**config.mk**
```make
export PLATFORM = sky130hd
export DESIGN_NAME = trdemu_nmi_sched
export DESIGN_NICKNAME = d
export VERILOG_FILES = /design/src/rtl/trdemu_nmi_sched_pkg.sv /design/src/rtl/trdemu_trap_slot.sv /design/src/rtl/trdemu_nmi_sched.sv
export SDC_FILE = /design/constraint.sdc
export NUM_CORES = 1
export LEC_CHECK = 0
export ABC_AREA = 1
export ABC_CLOCK_PERIOD_IN_PS = 1600
export CAP_MARGIN = 20
export CORE_AREA = 5 5 62 64
export CTS_CLUSTER_SIZE = 24
export DETAILED_ROUTE_END_ITERATION = 16
export DIE_AREA = 0 0 67 69
export GPL_ROUTABILITY_DRIVEN = 1
export GPL_TIMING_DRIVEN = 1
export PLACE_DENSITY_LB_ADDON = 0.1
export SYNTH_ARGS = -nofsm -noshare
export SYNTH_HDL_FRONTEND = slang
export SYNTH_HIERARCHICAL = 1
export SYNTH_SLANG_ARGS = --single-unit
```
**constraint.sdc**
```tcl
create_clock -name fclk -period 1.6 [get_ports fclk]
set_input_delay 0.4 -clock fclk [delete_from_list [all_inputs] [get_ports fclk]]
set_output_delay 0.4 -clock fclk [all_outputs]
set_load 0.005 [all_outputs]
```
**src/rtl/trdemu_nmi_sched_pkg.sv**
```systemverilog
`default_nettype none
// ============================================================================
// Module : trdemu_nmi_sched_pkg
// Brief  : Shared trdemu constants, FSM encoding and trap record type.
// Rev    : 1.0  initial release
// ============================================================================
package trdemu_nmi_sched_pkg;

    localparam int c_CNT_W           = 12;
    localparam int c_NMI_TIMEOUT_DEF = 4095;
    localparam int c_HOLDOFF_DEF     = 15;

    // NMI scheduler state encoding, also decoded by the trdemu status logic
    localparam logic [1:0] c_ST_IDLE    = 2'd0;
    localparam logic [1:0] c_ST_REQ     = 2'd1;
    localparam logic [1:0] c_ST_SERVICE = 2'd2;
    localparam logic [1:0] c_ST_HOLDOFF = 2'd3;

    typedef struct packed {
        logic [1:0] vg_a;
        logic       wr;
    } trap_t;

endpackage
`default_nettype wire

```
**src/rtl/trdemu_trap_slot.sv**
```systemverilog
`default_nettype none
// ============================================================================
// Module : trdemu_trap_slot
// Brief  : One-deep pending trap slot with sticky overrun flag.
// Rev    : 1.0  initial release
// ============================================================================
module trdemu_trap_slot
    import trdemu_nmi_sched_pkg::*;
(
    input  logic  clk,
    input  logic  rst,
    input  logic  i_fill,
    input  trap_t i_fill_trap,
    input  logic  i_take,
    input  logic  i_flush,
    input  logic  i_ovr_clr,
    output logic  o_full,
    output trap_t o_trap,
    output logic  o_overrun
);

    logic  r_full;
    trap_t r_trap;
    logic  r_overrun;
    logic  w_accept;
    logic  w_drop;

    // A take in the same cycle frees the slot, so a simultaneous fill refills it
    assign w_accept = i_fill && (!r_full || i_take);
    assign w_drop   = i_fill && r_full && !i_take && !i_flush;

    always_ff @(posedge clk or posedge rst) begin
        if (rst) begin
            r_full <= 1'b0;
            r_trap <= '0;
        end else if (i_flush) begin
            r_full <= 1'b0;
        end else if (w_accept) begin
            r_full <= 1'b1;
            r_trap <= i_fill_trap;
        end else if (i_take) begin
            r_full <= 1'b0;
        end
    end

    // A new loss wins over a same-cycle clear
    always_ff @(posedge clk or posedge rst) begin
        if (rst) begin
            r_overrun <= 1'b0;
        end else if (w_drop) begin
            r_overrun <= 1'b1;
        end else if (i_ovr_clr) begin
            r_overrun <= 1'b0;
        end
    end

    assign o_full    = r_full;
    assign o_trap    = r_trap;
    assign o_overrun = r_overrun;

endmodule
`default_nettype wire

```
**src/rtl/trdemu_nmi_sched.sv**
```systemverilog
`default_nettype none
// ============================================================================
// Module : trdemu_nmi_sched
// Brief  : Schedules Z80 NMIs for trapped VG93 accesses in TR-DOS emulation.
// Rev    : 1.0  initial release
// ============================================================================
module trdemu_nmi_sched
    import trdemu_nmi_sched_pkg::*;
#(
    parameter int NMI_TIMEOUT = c_NMI_TIMEOUT_DEF,
    parameter int HOLDOFF     = c_HOLDOFF_DEF
)(
    input  logic       fclk,
    input  logic       rst,
    input  logic       trdemu_en,
    input  logic       trap_req,
    input  logic [1:0] trap_vg_a,
    input  logic       trap_wr,
    input  logic       nmi_fetch,
    input  logic       clr_nmi,
    input  logic       ovr_clr,
    output logic       gen_nmi,
    output logic       in_nmi,
    output logic [1:0] trap_vg_q,
    output logic       trap_wr_q,
    output logic       pend,
    output logic       overrun,
    output logic       timeout_err
);

    localparam logic [c_CNT_W-1:0] c_TMO_CNT = c_CNT_W'(NMI_TIMEOUT);
    localparam logic [c_CNT_W-1:0] c_HO_CNT  = c_CNT_W'(HOLDOFF);

    logic [1:0]         r_state;
    logic [1:0]         w_state_nxt;
    logic [c_CNT_W-1:0] r_cnt;
    trap_t              r_trap_q;
    logic               r_gen_nmi;
    logic               r_in_nmi;
    logic               r_timeout_err;
    logic               w_gen_nmi_nxt;
    logic               w_in_nmi_nxt;

    logic               w_acc;
    logic               w_tmo_hit;
    logic               w_ho_hit;
    logic               w_take;
    logic               w_load_in;
    logic               w_flush;
    logic               w_tmo_set;
    logic               w_fetch_ok;
    logic               w_fill;
    trap_t              w_in_trap;
    trap_t              w_slot_trap;
    logic               w_slot_full;
    logic               w_slot_ovr;

    assign w_acc     = trap_req && trdemu_en;
    assign w_tmo_hit = (r_cnt == c_TMO_CNT);
    assign w_ho_hit  = (r_cnt == c_HO_CNT);
    assign w_in_trap = '{vg_a: trap_vg_a, wr: trap_wr};

    // Traps seen while busy go to the slot, unless loaded directly or discarded
    assign w_fill = w_acc && (r_state != c_ST_IDLE) && !w_load_in && !w_flush;

    always_ff @(posedge fclk or posedge rst) begin
        if (rst) begin
            r_state <= c_ST_IDLE;
            r_cnt   <= '0;
        end else begin
            r_state <= w_state_nxt;
            if (w_state_nxt != r_state) begin
                r_cnt <= '0;
            end else if (r_state == c_ST_REQ || r_state == c_ST_HOLDOFF) begin
                r_cnt <= r_cnt + 1'b1;
            end else begin
                r_cnt <= '0;
            end
        end
    end

    always_comb begin
        w_state_nxt = r_state;
        w_take      = 1'b0;
        w_load_in   = 1'b0;
        w_flush     = 1'b0;
        w_tmo_set   = 1'b0;
        w_fetch_ok  = 1'b0;
        case (r_state)
            c_ST_IDLE: begin
                if (w_acc) begin
                    w_state_nxt = c_ST_REQ;
                    w_load_in   = 1'b1;
                end
            end
            c_ST_REQ: begin
                // Fetch is checked first so it wins over a same-cycle timeout
                if (nmi_fetch) begin
                    w_state_nxt = c_ST_SERVICE;
                    w_fetch_ok  = 1'b1;
                end else if (!trdemu_en) begin
                    w_state_nxt = c_ST_IDLE;
                    w_flush     = 1'b1;
                end else if (w_tmo_hit) begin
                    w_state_nxt = c_ST_IDLE;
                    w_flush     = 1'b1;
                    w_tmo_set   = 1'b1;
                end
            end
            c_ST_SERVICE: begin
                if (clr_nmi) begin
                    w_state_nxt = c_ST_HOLDOFF;
                end
            end
            c_ST_HOLDOFF: begin
                if (w_ho_hit) begin
                    if (w_slot_full && trdemu_en) begin
                        w_state_nxt = c_ST_REQ;
                        w_take      = 1'b1;
                    end else if (w_acc) begin
                        w_state_nxt = c_ST_REQ;
                        w_load_in   = 1'b1;
                    end else begin
                        w_state_nxt = c_ST_IDLE;
                        w_flush     = 1'b1;
                    end
                end
            end
            default: begin
                w_state_nxt = c_ST_IDLE;
            end
        endcase
    end

    always_comb begin
        w_gen_nmi_nxt = (w_state_nxt == c_ST_REQ);
        w_in_nmi_nxt  = (w_state_nxt == c_ST_SERVICE);
    end

    // Outputs are flopped from the next state so no input reaches a port combinationally
    always_ff @(posedge fclk or posedge rst) begin
        if (rst) begin
            r_gen_nmi <= 1'b0;
            r_in_nmi  <= 1'b0;
        end else begin
            r_gen_nmi <= w_gen_nmi_nxt;
            r_in_nmi  <= w_in_nmi_nxt;
        end
    end

    always_ff @(posedge fclk or posedge rst) begin
        if (rst) begin
            r_trap_q <= '0;
        end else if (w_take) begin
            r_trap_q <= w_slot_trap;
        end else if (w_load_in) begin
            r_trap_q <= w_in_trap;
        end
    end

    always_ff @(posedge fclk or posedge rst) begin
        if (rst) begin
            r_timeout_err <= 1'b0;
        end else if (w_fetch_ok) begin
            r_timeout_err <= 1'b0;
        end else if (w_tmo_set) begin
            r_timeout_err <= 1'b1;
        end
    end

    trdemu_trap_slot u_slot (
        .clk         (fclk),
        .rst         (rst),
        .i_fill      (w_fill),
        .i_fill_trap (w_in_trap),
        .i_take      (w_take),
        .i_flush     (w_flush),
        .i_ovr_clr   (ovr_clr),
        .o_full      (w_slot_full),
        .o_trap      (w_slot_trap),
        .o_overrun   (w_slot_ovr)
    );

    assign gen_nmi     = r_gen_nmi;
    assign in_nmi      = r_in_nmi;
    assign trap_vg_q   = r_trap_q.vg_a;
    assign trap_wr_q   = r_trap_q.wr;
    assign pend        = w_slot_full;
    assign overrun     = w_slot_ovr;
    assign timeout_err = r_timeout_err;

endmodule
`default_nettype wire

```
# Yosys cells after proc, flatten, opt, wreduce, memory -nomap -nowiden
# Cells that the tools add are included.
[classes]
add_sub_neg = 1
n_eq_ne = 8
mux = 39
n_bitwise = 1
n_reduce_logical = 22
[op_table]
columns = ["op", "n"]
rows = [
  ["2-to-1 mux 1 bit", 26],
  ["2-to-1 mux 12 bit", 2],
  ["adder 12 x 1 -> 12 bit, second input constant", 1],
  ["equality test 12 bit, second input constant", 1],
  ["equality test 12 x 4 -> 1 bit, second input constant", 1],
  ["2-to-1 mux 2 bit", 6],
  ["logical AND 1 bit", 9],
  ["case mux 2 bit (4 select lines)", 1],
  ["nonzero test 2 bit", 4],
  ["equality test 2 bit, second input constant", 3],
  ["2-to-1 mux 3 bit", 2],
  ["equality test 2 x 1 -> 1 bit, second input constant", 2],
  ["zero test 1 bit", 4],
  ["case mux 1 bit (2 select lines)", 2],
  ["nonzero test 3 bit", 1],
  ["zero test 2 bit", 1],
  ["logical OR 1 bit", 2],
  ["inequality test 2 bit", 1],
  ["AND reduction 2 bit", 1],
  ["NOT 1 bit", 1],
]
[word_totals]
ff_bits = 25
input_bits = 10
out_inout_bits = 8
wordCells = 82

# Longest topological paths before layout
[depth]
word_depth = 12
depth_mapped = 14
ltp_nobuf = 13

# Cells and area by module
# The synthesis kept the hierarchy.
[modules_own_cells]
columns = ["module", "instances", "cells_each", "area_per_inst_um2", "seq_area_each_um2"]
rows = [
  ["trdemu_nmi_sched", 1, 177, 1306.3, 500.5],
  ["trdemu_trap_slot", 1, 25, 219.0, 125.1],
]

# Worst setup path before layout
# No wires, ideal clock.
[synth_timing]
path_type = "flip-flop to flip-flop"
from = "reg r_cnt[0]"
to = "reg u_slot.r_overrun, in the netlist u_slot/o_overrun"
setup_ns = 0.126
arrival_ns = 1.614
t_required_ns = 1.474
path_slack_ns = -0.139
path_stages_with_launch = 11
path_buffers = 0
period_less_slack_ns = 1.739
path_cell_list = "dfrtp_1 > ha_1 > nand3_2 > nor2_2 > nand4_1 > o21ai_0 > nor2_1 > inv_2 > nor2_4 > nand2_1 > o21ai_0"
[synth_between]
elab_chain_len = 11
word_cells_on_any_way = 21
classes_between = "eq/ne (2); mux (10); reduce/logical (9)"
[synth_lines]
columns = ["element", "line", "rtl"]
rows = [
  ["start: declaration", "trdemu_nmi_sched.sv:36", "logic [c_CNT_W-1:0] r_cnt;"],
  ["start signal: assignment", "trdemu_nmi_sched.sv:75", "r_cnt <= r_cnt + 1'b1;"],
  ["equality test 12 bit", "trdemu_nmi_sched.sv:59", "assign w_tmo_hit = (r_cnt == c_TMO_CNT);"],
  ["2-to-1 mux 1 bit", "trdemu_nmi_sched.sv:104", "end else if (w_tmo_hit) begin"],
  ["2-to-1 mux 1 bit", "trdemu_nmi_sched.sv:101", "end else if (!trdemu_en) begin"],
  ["2-to-1 mux 1 bit", "trdemu_nmi_sched.sv:98", "if (nmi_fetch) begin"],
  ["case mux 1 bit (2 select lines) *", "trdemu_nmi_sched.sv:89", "case (r_state)"],
  ["named net w_flush", "trdemu_nmi_sched.sv:49", "logic w_flush;"],
  ["zero test 1 bit *", "trdemu_nmi_sched.sv:64", "assign w_fill = w_acc && (r_state != c_ST_IDLE) && !w_load_in && !w_flush;"],
  ["logical AND 1 bit *", "trdemu_nmi_sched.sv:64", ""],
  ["named net w_fill", "trdemu_nmi_sched.sv:52", "logic w_fill;"],
  ["logical AND 1 bit * (3 in a row)", "trdemu_trap_slot.sv:30", "assign w_drop = i_fill && r_full && !i_take && !i_flush;"],
  ["2-to-1 mux 1 bit / nonzero test 2 bit (equally long branches)", "-", ""],
  ["end signal: assignment", "trdemu_trap_slot.sv:49", "r_overrun <= 1'b0;"],
  ["end signal: assignment", "trdemu_trap_slot.sv:51", "r_overrun <= 1'b1;"],
  ["end signal: assignment", "trdemu_trap_slot.sv:53", "r_overrun <= 1'b0;"],
  ["end: declaration", "trdemu_trap_slot.sv:24", "logic r_overrun;"],
]
# Mark *: on every way through the listed nets, which the timed path passes. The rest lies on a longest branch.
# A chain may end at the register's enable or synchronous reset.

# Worst setup path in the final report
[layout_timing]
from = "reg r_cnt[0]"
to = "reg r_cnt[7]"
[layout_between]
elab_chain_len = 7
word_cells_on_any_way = 11
classes_between = "add/sub (1); eq/ne (3); mux (7)"
[layout_lines]
columns = ["element", "line", "rtl"]
rows = [
  ["equality test 12 bit", "trdemu_nmi_sched.sv:59", ""],
  ["2-to-1 mux 2 bit", "trdemu_nmi_sched.sv:104", ""],
  ["2-to-1 mux 2 bit", "trdemu_nmi_sched.sv:101", ""],
  ["2-to-1 mux 2 bit", "trdemu_nmi_sched.sv:98", ""],
  ["case mux 2 bit (4 select lines)", "trdemu_nmi_sched.sv:89", ""],
  ["inequality test 2 bit", "trdemu_nmi_sched.sv:72", "if (w_state_nxt != r_state) begin"],
  ["2-to-1 mux 12 bit *", "trdemu_nmi_sched.sv:72", ""],
]
# Mark *: on every way between the ends. The rest lies on a longest branch, timed or not.

==> key figures <==
Outcome
  – Status: finished, violations left
  – Failing checks: negative setup slack

STA
  – Min Tclk post-route: 1730 ps
  – RSZ-0062 raised after global routing: true
  – Final Setup Violations: 16
  – Slew Limit Fails: 0
  – Fmax: 578 MHz
  – Max-slew headroom: 78.1%
  – Worst Slack Setup Final: -130 ps
  – Final Hold Vio Count: 0
  – Worst-margin pin slew: 325 ps
  – Final period util: 108%
  – Clock Skew: 2.90 ps

Floorplanning
  – Row count: 21
  – Die area: 4620 µm²
  – Die Wd: 67 µm
  – Total core area: 3230 µm²
  – Chip height: 69 µm
  – Initial core utilization: 47.2%
  – Ports: 18

Synthesis
  – Ys flop type: dfrtp_1
  – Yosys top cell by area: dfrtp_1
  – Top cells by area, synth: dfrtp_1, nand2_1, inv_1, nand3_1, nor2_1
  – Number of synthesized flops with an enable pin: 0
  – Post-Syn Area: 1530 µm²
  – Net Count, Synth: 217
  – Synth Register Bits: 25
  – Post-synth ARST share: 100%
  – Synth cell types: 25
  – Post-synthesis cell count: 202
  – Synth warnings: 6
  – Avg Inst Size Synth: 7.55 µm²
  – Yosys top cell area share: 41.0%
  – Post-synthesis sequential area ratio: 41.0%

Finish
  – Share of cells above drive strength 1: 41.6%
  – Area growth syn-to-layout: 47.3%
  – Fin cells: 301
  – # diodes: 0
  – Final Util: 69.5%
  – Fill cells: 289
  – Layout Nets: 271

Critical path
  – Arr. time, crit path: 1990 ps
  – Crit-path max FO: 6
  – Path type of the worst setup path: flip-flop to flip-flop
  – Crit start category: flip-flop
  – Reg2Reg Depth: 14
  – Worst R2R End: r_cnt[7]$_DFF_PP0_
  – R2r setup slk: -130 ps
  – Reg-to-reg startpoint: r_cnt[0]$_DFF_PP0_
  – WP data required: 1860 ps
  – CP endpoint kind: flip-flop

Power and ir drop
  – Reg power frac: 27.8%
  – Lkg Pwr: 1.05 nW
  – Psw: 0.00141 W
  – Sw Ratio: 43.2%
  – Clock Power Share: 8.4%
  – Max IR drop VDD: 1.12 mV
  – Logic pwr share: 63.8%
  – Cell internal pwr: 0.00185 W
  – Tot Pwr: 0.00326 W
  – Power Dens Cells: 1450 nW/µm²

Placement
  – Placed cells: 289
  – Dpl hpwl: 2650 µm
  – Routability cong.: 0.868
  – Port Buf Inserts: 17

Route
  – Routed WL per cell: 11.8 µm
  – Vias post-DR: 1,423
  – Antenna viol nets, final: 0
  – Total wire length: 3550 µm
  – Number of remaining DRC errors: 0
  – Drt pass-1 iters: 5
  – 1st-iter DRT viols: 77
  – Vias/cell: 4.73

Global route
  – Global route overflow: 0
  – Largest net degree at the start of global routing: 21
  – Wire length of the first global-routing pass: 5840 µm
  – Total GRT Usage: 15.7%
  – Initial antenna violation count: 0
  – Number of global-route vias before repair: 1,390

Worst hold path
  – HP Class: primary input to asynchronous set/reset pin

Clock tree
  – Total CTS buffers: 3
  – Htree depth: 1
  – CTS tree: built
  – # clock sinks: 25
  – Clk root buf: clkbuf_4
  – Reg clk slew, reported paths: 130 ps
  – CTS Buffer Depth: 2
  – Worst skew pair latency: 310 ps
  – # hold bufs at CTS: 0

Job
  – Max-cap violation count: 0
[Yosys cell counts (2+ instances only)]
master and number:
nand3_2 2, dfrtp_1 25, o21ai_0 9, nor2_2 10
o21bai_1 2, nor2_1 23, nand3_1 20, nor2_4 4
nand2_2 10, inv_1 27, nand2_1 42, a21oi_1 5
or2_2 6, nor3_1 2, ha_1 5
[area by class of cell]
cell class                 instances  area [µm²]  area share, %
clock buffer                       3        22.5           1.00
clock inverter                     1        5.00          0.223
inverter                          29         115           5.12
multi-input combinational        146         962           42.8
sequential                        25         627           27.9
tap                               46        57.6           2.56
timing repair buffer              51         458           20.4
[critical path, stage by stage (launching register included)]
cell and delay [ps]:
dfrtp_1 420, ha_4 190, nand2_4 60, nor2_4 140, nand3_4 100, nand3_2 90
nand2_2 50, nand2_2 60, nand2_2 60, nand2_2 70, nand2_2 50, nand2_2 70
nand2_4 70, clkbuf_16 160, nor2_2 70
[routing by layer]
layer  track usage [%]  up-vias  share of wire (%)
li1                  -      745                  -
met1              20.7      665                 46
met2              26.3       11                 52
met3              1.95        2                1.5
met4              4.73        0               0.56
met5                 0        -                  0
[power groups by stage]
stage / logic, W / registers (W) / clock network, W
6_report: 0.00208 / 0.000908 / 0.000274
5_1_grt: 0.00226 / 0.000923 / 0.000320
4_1_cts: 0.00163 / 0.000892 / 0.000290
3_5_place_dp: 0.00162 / 0.000911 / 0
3_3_place_gp: 0.00159 / 0.000902 / 0
2_1_floorplan: 0.000959 / 0.000903 / 0
[cell usage in the layout, fill, tap and decap left out, drive strengths merged, types with 2 or more instances in the layout]
master	Yosys	layout
dlygate4sd2	0	6
inv	28	28
nor2	37	37
o21bai	2	2
dfrtp	25	25
nor3	2	2
ha	5	5
nand2	52	52
o21ai	9	9
clkinv	1	2
or2	6	6
nand3	22	22
clkbuf	1	4
a21oi	5	5
buf	1	33
clkdlybuf4s50	0	10
[stage by stage]
stage | area, µm² | worst slack (ps) | hold slack (ps) | setup TNS (ps)
CTS | 2020 | -113 | 294 | -1480
global placement | 1970 | -284 | 455 | -5650
global route | 2250 | -242 | 320 | -3830
floorplan | 1550 | 2.51 | 179 | 0
finish | 2250 | -130 | 308 | -1550
detailed placement | 1970 | -336 | 456 | -6320
[kinds of logic after synthesis]
logic type	share of synthesized area, %
AOI/OAI and AO/OA	8.20
adders and majority gates	4.10
buffers and inverters	8.12
DFF	41.0
and+or+nand+nor	38.6
[timing repair]
item                                    in CTS  in global routing
resized for setup                           12                 46
buffers inserted                             2                  7
cloned                                       0                  1
pin swaps                                    1                 13
endpoints found under the setup margin      25                 24
hold endpoints to repair                     0                  0
[flip-flops by register name (all words and copies together) (netlist names), 2 cells and up]
name           cells
r_cnt             12
r_state            2
u_slot/o_trap      3
trap_vg_q          2
[worst max-delay path by stage]
stage | cells past startpoint | to | slack (ps) | startpoint
after floorplan | 14 | r_cnt[7]$_DFF_PP0_ | 3 | r_cnt[0]$_DFF_PP0_
after global placement | 10 | r_cnt[11]$_DFF_PP0_ | -280 | trdemu_en
after detailed placement | 12 | u_slot/o_trap[1]$_DFFE_PP0P_ | -340 | trdemu_en
after CTS | 14 | r_cnt[2]$_DFF_PP0_ | -110 | r_cnt[1]$_DFF_PP0_
after global routing | 14 | r_cnt[6]$_DFF_PP0_ | -240 | r_cnt[0]$_DFF_PP0_
final | 14 | r_cnt[7]$_DFF_PP0_ | -130 | r_cnt[0]$_DFF_PP0_
No activity file was read; power rests on OpenSTA's default activity.
